<file path="src/rtl/mem_arb_pkg.sv">
// mem_arb_pkg: shared types and constants for the memory port arbiter
// and its byte-merge helper.
package mem_arb_pkg;

  // Arbiter FSM: either free to grant, or finishing the write half of a
  // read-modify-write.
  typedef enum logic {
    IDLE   = 1'b0,
    RMW_WR = 1'b1
  } arb_state_t;

  // Requester IDs, used to remember who was granted most recently.
  localparam logic GNT_IF = 1'b0;
  localparam logic GNT_LS = 1'b1;

  // Byte-enable patterns that avoid the read-modify-write path.
  localparam logic [3:0] BE_FULL = 4'b1111;
  localparam logic [3:0] BE_NONE = 4'b0000;

endpackage

</file>
<file path="src/rtl/mem_byte_merge.sv">
// mem_byte_merge: combinational lane merge. Byte lane k of the result
// comes from new_word when be[k] is set, otherwise from old_word.
// Shared between the store read-modify-write and the cache fill path.
module mem_byte_merge (
  input  logic [31:0] old_word,
  input  logic [31:0] new_word,
  input  logic [3:0]  be,
  output logic [31:0] merged
);

  logic [31:0] lane_mask;

  // Widen each byte enable into a full byte of mask and blend the words.
  always_comb begin
    lane_mask = {{8{be[3]}}, {8{be[2]}}, {8{be[1]}}, {8{be[0]}}};
    merged    = (new_word & lane_mask) | (old_word & ~lane_mask);
  end

endmodule

</file>
<file path="src/rtl/mem_port_arbiter.sv">
// mem_port_arbiter: shares one single-port, word-wide RAM between the
// instruction fetch (IF) and load/store (LS) requesters with round-robin
// arbitration. Reads return one cycle after the grant; byte and halfword
// stores become a two-cycle read-modify-write.
// Build option: define MEM_ARB_PERF_CNT_EN to add saturating stall
// counters perf_if_stall / perf_ls_stall.
module mem_port_arbiter
  import mem_arb_pkg::*;
#(
  parameter int MEM_DEPTH = 16
) (
  input  logic                 clock,
  input  logic                 reset_n,
  input  logic                 if_req,
  input  logic [MEM_DEPTH-1:0] if_addr,
  output logic                 if_gnt,
  output logic                 if_rvalid,
  output logic [31:0]          if_rdata,
  input  logic                 ls_req,
  input  logic                 ls_we,
  input  logic [3:0]           ls_be,
  input  logic [MEM_DEPTH-1:0] ls_addr,
  input  logic [31:0]          ls_wdata,
  output logic                 ls_gnt,
  output logic                 ls_rvalid,
  output logic [31:0]          ls_rdata,
  output logic                 ram_we,
  output logic [MEM_DEPTH-1:0] ram_addr,
  output logic [31:0]          ram_d,
  input  logic [31:0]          ram_q
`ifdef MEM_ARB_PERF_CNT_EN
  ,
  output logic [31:0]          perf_if_stall,
  output logic [31:0]          perf_ls_stall
`endif
);

  arb_state_t           state;
  logic                 last_gnt;
  logic                 sel_if;
  logic                 sel_ls;
  logic                 ls_read;
  logic                 rmw_start;
  logic [MEM_DEPTH-3:0] rmw_word;
  logic [3:0]           rmw_be;
  logic [31:0]          rmw_wdata;
  logic [31:0]          rmw_old;
  logic [31:0]          merged_word;
  logic [MEM_DEPTH-1:0] if_word_addr;
  logic [MEM_DEPTH-1:0] ls_word_addr;
  logic                 unused_addr_bits;

  // The RAM is word-wide, so the byte offset never reaches it.
  assign if_word_addr     = {if_addr[MEM_DEPTH-1:2], 2'b00};
  assign ls_word_addr     = {ls_addr[MEM_DEPTH-1:2], 2'b00};
  assign unused_addr_bits = ^{if_addr[1:0], ls_addr[1:0]};

  mem_byte_merge u_merge (
    .old_word (rmw_old),
    .new_word (rmw_wdata),
    .be       (rmw_be),
    .merged   (merged_word)
  );

  // Round-robin pick: on a conflict the port that did not win last time goes.
  always_comb begin
    sel_if = 1'b0;
    sel_ls = 1'b0;
    if (reset_n && state == IDLE) begin
      if (if_req && ls_req) begin
        sel_if = (last_gnt == GNT_LS);
        sel_ls = (last_gnt == GNT_IF);
      end else begin
        sel_if = if_req;
        sel_ls = ls_req;
      end
    end
  end

  // Drive the RAM and the grants for whichever access owns this cycle.
  always_comb begin
    if_gnt    = 1'b0;
    ls_gnt    = 1'b0;
    ram_we    = 1'b0;
    ram_addr  = '0;
    ram_d     = '0;
    ls_read   = 1'b0;
    rmw_start = 1'b0;
    if (state == RMW_WR) begin
      ram_we   = 1'b1;
      ram_addr = {rmw_word, 2'b00};
      ram_d    = merged_word;
      ls_gnt   = 1'b1;
    end else if (sel_if) begin
      if_gnt   = 1'b1;
      ram_addr = if_word_addr;
    end else if (sel_ls) begin
      if (!ls_we) begin
        ls_gnt   = 1'b1;
        ls_read  = 1'b1;
        ram_addr = ls_word_addr;
      end else if (ls_be == BE_FULL) begin
        ls_gnt   = 1'b1;
        ram_we   = 1'b1;
        ram_addr = ls_word_addr;
        ram_d    = ls_wdata;
      end else if (ls_be == BE_NONE) begin
        ls_gnt   = 1'b1;
      end else begin
        rmw_start = 1'b1;
        ram_addr  = ls_word_addr;
      end
    end
  end

  // FSM, round-robin history and the latched partial-store operands.
  always_ff @(posedge clock or negedge reset_n) begin
    if (!reset_n) begin
      state     <= IDLE;
      last_gnt  <= GNT_LS;
      rmw_word  <= '0;
      rmw_be    <= '0;
      rmw_wdata <= '0;
      rmw_old   <= '0;
    end else begin
      case (state)
        IDLE: begin
          if (sel_if) begin
            last_gnt <= GNT_IF;
          end else if (sel_ls) begin
            last_gnt <= GNT_LS;
          end
          if (rmw_start) begin
            state     <= RMW_WR;
            rmw_word  <= ls_addr[MEM_DEPTH-1:2];
            rmw_be    <= ls_be;
            rmw_wdata <= ls_wdata;
            rmw_old   <= ram_q;
          end
        end
        RMW_WR: state <= IDLE;
        default: state <= IDLE;
      endcase
    end
  end

  // Read return path: capture RAM data on a read grant, flag it next cycle.
  always_ff @(posedge clock or negedge reset_n) begin
    if (!reset_n) begin
      if_rvalid <= 1'b0;
      if_rdata  <= '0;
      ls_rvalid <= 1'b0;
      ls_rdata  <= '0;
    end else begin
      if_rvalid <= if_gnt;
      ls_rvalid <= ls_read;
      if (if_gnt) begin
        if_rdata <= ram_q;
      end
      if (ls_read) begin
        ls_rdata <= ram_q;
      end
    end
  end

`ifdef MEM_ARB_PERF_CNT_EN
  // Saturating count of cycles each port spent requesting without a grant.
  always_ff @(posedge clock or negedge reset_n) begin
    if (!reset_n) begin
      perf_if_stall <= '0;
      perf_ls_stall <= '0;
    end else begin
      if (if_req && !if_gnt && perf_if_stall != 32'hFFFF_FFFF) begin
        perf_if_stall <= perf_if_stall + 32'd1;
      end
      if (ls_req && !ls_gnt && perf_ls_stall != 32'hFFFF_FFFF) begin
        perf_ls_stall <= perf_ls_stall + 32'd1;
      end
    end
  end
`endif

endmodule

</file>
<file path="config.mk">
export PLATFORM = sky130hd
export DESIGN_NAME = mem_port_arbiter
export DESIGN_NICKNAME = d
export VERILOG_FILES = /design/src/rtl/mem_arb_pkg.sv /design/src/rtl/mem_byte_merge.sv /design/src/rtl/mem_port_arbiter.sv
export SDC_FILE = /design/constraint.sdc
export NUM_CORES = 1
export LEC_CHECK = 0
export ABC_AREA = 1
export BUFFER_PORTS_ARGS = -buffer_cell sky130_fd_sc_hd__buf_4
export CAP_MARGIN = 25
export CORE_MARGIN = 2
export CORE_UTILIZATION = 56
export DETAILED_ROUTE_END_ITERATION = 6
export GPL_ROUTABILITY_DRIVEN = 0
export GPL_TIMING_DRIVEN = 0
export PLACE_DENSITY = 0.86
export REMOVE_ABC_BUFFERS = 1
export SLEW_MARGIN = 5
export SYNTH_ARGS = -nofsm -noshare
export SYNTH_HDL_FRONTEND = slang
export SYNTH_HIERARCHICAL = 1
export SYNTH_SLANG_ARGS = --single-unit
</file>
<file path="constraint.sdc">
create_clock -name clock -period 4.1 [get_ports clock]
set_input_delay 0.82 -clock clock [delete_from_list [all_inputs] [get_ports clock]]
set_output_delay 0.82 -clock clock [all_outputs]
set_load 0.02 [all_outputs]
</file>
==> impl_results.md <==
* Most frequent cell after synthesis: nand2_1
* Diode count at 0
* CTS tree: done
* Total gr overflow at 0
* Clock-pin slew on the worst setup and hold paths at approximately 0.060 ns
* Fraction of registers with async set or reset after synthesis at 100.0%
* Post-synthesis sequential area ratio at between 50 and 60%
* Top post-synthesis cells by count: nand2_1 (409), dfrtp_1 (149), nand4_1 (82)
* CTS HTree Levels at 4
* Most used DFF post-synth: dfrtp_1
* Largest net degree at the start of global routing at 80
* Synth area leaders: dfrtp_1 (51%), nand2_1 (21%), nand4_1 (7.0%), o21ai_0 (4.5%), nand3_1 (3.4%)
* WL/cell at 15.95 um
* Most frequent CP cell: nand2_1
* Die width at 118.1 um
* RSZ-0062 raised after global routing: no
* Period utilisation layout at between 90% and 100%
* CP max FO at 34
* Drt initial violations at 772
* Post-DRT Antenna Nets at 0
* Warnings, synthesis at 6
* I/O Buffers at 215
* Syn-to-layout area delta at 32.02%
* Peak VDD IR at 325.1 uV
* Final Hold Fails at 0
* Slowest stage delay, CP at 0.78 ns
* Leakage at 5.149 nW
* CTS root buffer: clkbuf_16
* Total Wirelength at 20,750 um
* Layout cells sized above 1 at 24.36%
* Final setup fails at 0
* Max clock buf depth at 2
* Vias at between 7,000 and 8,000
* Distinct cells, synth at 20
* Yosys top cell area share at 51.17%
* Vias/cell at 5.544
* Die Y at 118.1 um
* CP arrival at slightly below 3 ns
* DP HPWL at 12,890 um
* FF+latch count, synth at 150
* Initial Util at 57.51%
* Worst Setup Start Kind: input pin
* Tot Pwr at 4.830 mW
* Max Fclk at 266.7 MHz
* Tmin final at 3.749 ns
* Site Rows at 41
* Placed Cells at 1,267
* CP max-delay cell: nor2_4
* Residual DRC at 0
* TritonRoute pass-1 iters at 5
* Clk_skew at 0.005435 ns
* Synth Area per Inst at 7.719 um2
* Cts bufs inserted at 17
* Core area at 12,670 um2
* CTS sink count at 150
* Max_slew headroom at 33.94%
* Ports at between 200 and 250
* CP Capture Type: output port
* Worst Setup Path Type: input pin to output port
* Met3 Routed Length at 1712 um
* Yosys top cell by area: dfrtp_1
* Max-cap violations at 0
* Die Area at 13,940 um2
* Gr usage total at 30.19%
* Final Non-Filler Cells at roughly 1,300
* Met2 wire length at around 10000 um
* Final-report max-slew violation count at 0
* Vias in the first global route at 7,064
* Clk_lat worst skew at about 0.42 ns
* Met1 Wirelength at 8605 um
* Final nets at between 1,000 and 1,500
* First-pass GRT wire length at 34,250 um
* Least-Margin Pin Slew at 0.9885 ns
* Worst path required time at 3.28 ns
* Initial antenna violation count at 0
* Cell Pwr Density at 502.0 nW/um2
* DR top layer: met4
* Post-Syn Area at 7287 um2
* Gate Count Post-Synth at 944
* Status: finished, final reports clean
* Worst Hold Class: input pin to asynchronous set/reset pin
* Worst-path cell chain: buf_4, nand2_1, nor2_4, nor2_4, nand2_1, nand2_1, nand3_1, buf_4
* EDFF count, synth at 0
[per-layer routing]
metal / GRT usage [%] / up-vias
met4: 12.27 / 0
met3: 7.074 / 42
met2: 48.41 / 356
met1: 39.62 / 3406
met5: 0 / -
li1: - / 3409
[worst max-delay path: cells and delay by family]
family / cells / cell delay, ns
and+or+nand+nor: 6 / 1.84
buffers and inverters: 2 / 0.25
[stage by stage]
step                setup slack (ns)  area (um2)  hold WS (ns)  util [%]  setup TNS [ns]
finish                        0.3506        9620        0.3096     75.93               0
global route                  0.1446        9620        0.3314     75.93               0
CTS                           0.2080        9615        0.3958     75.89               0
detailed placement           -0.2179        8995        0.4583     70.99          -5.104
global placement              -4.079        8728        0.4529     68.89         -593.72
floorplan                    -0.3823        6899        0.4417         -          -33.13
[flip-flops by register name, summed over array words and instances, names as in the netlist]
| signal | cells |
|---|---|
| state | 1 |
| if_rdata | 32 |
| last_gnt | 1 |
| ls_rdata | 32 |
| ls_rvalid | 1 |
| rmw_wdata | 32 |
| rmw_be | 4 |
| rmw_word | 14 |
| if_rvalid | 1 |
| rmw_old | 32 |
[layout by cell type (no fill, tap or decap)]
cell type and instances:
a21oi_1 1, buf_12 7, buf_16 4, buf_4 215, bufinv_16 2, clkbuf_1 2
clkbuf_16 17, clkbuf_8 3, clkinv_2 2, clkinv_4 3, clkinvlp_4 4, conb_1 2
dfrtp_1 148, dfrtp_2 1, dfstp_2 1, inv_1 52, inv_2 7, inv_6 1
nand2_1 407, nand2_2 1, nand2_4 1, nand3_1 47, nand3_4 3, nand4_1 82
nor2_1 3, nor2_4 3, nor3_1 14, o21ai_0 66, o21ai_1 30
[layout make-up]
type / count / area [um2]
multi-input combinational: 660 / 2954
clock buffer: 22 / 474.2
fill: 920 / 3050
inverter: 60 / 229.0
clock inverter: 10 / 120.1
tap: 172 / 215.2
timing repair inverter: 1 / 7.507
timing repair buffer: 226 / 1864
sequential: 150 / 3756
[power breakdown]
part | leakage (nW) | total, mW | internal (mW) | switching [mW]
Sequential | 1.88 | 2.05 | 1.82 | 0.222
Clock | 0.287 | 1.55 | 0.947 | 0.607
Combinational | 2.99 | 1.23 | 0.501 | 0.730
Total | 5.15 | 4.83 | 3.27 | 1.56
[what timing repair did]
action,in CTS,in global routing
pin swaps,1,0
endpoints found under the hold margin,0,0
setup endpoints to repair,33,2
gates cloned,1,0
gates resized for setup,3,1
hold buffers,0,0
buffers inserted,1,0
[cell families after synthesis]
group	Yosys count	share of synthesized area, %
AO/OA/AOI/OAI	97	6.662
buffers and inverters	135	8.465
flip-flops	150	51.53
other	1	0.05146
AND/OR/NAND/NOR	561	33.29
[worst paths after layout]
kind | startpoint | end | slack [ns] | depth (start not counted)
worst max-delay path | ls_be[3] | ram_addr[8] | 0.35 | 8
worst min-delay path | reset_n | ls_rdata[18] | 0.31 | 1
worst max register to register | state | ls_rdata[10] | 1.67 | 8
worst min register to register | rmw_wdata[4] | rmw_wdata[4] | 0.47 | 2
max in group asynchronous | reset_n | rmw_old[12] | 3.08 | 2
min in group clock | rmw_wdata[4] | rmw_wdata[4] | 0.47 | 2
Power figures use the tool's default switching activity.
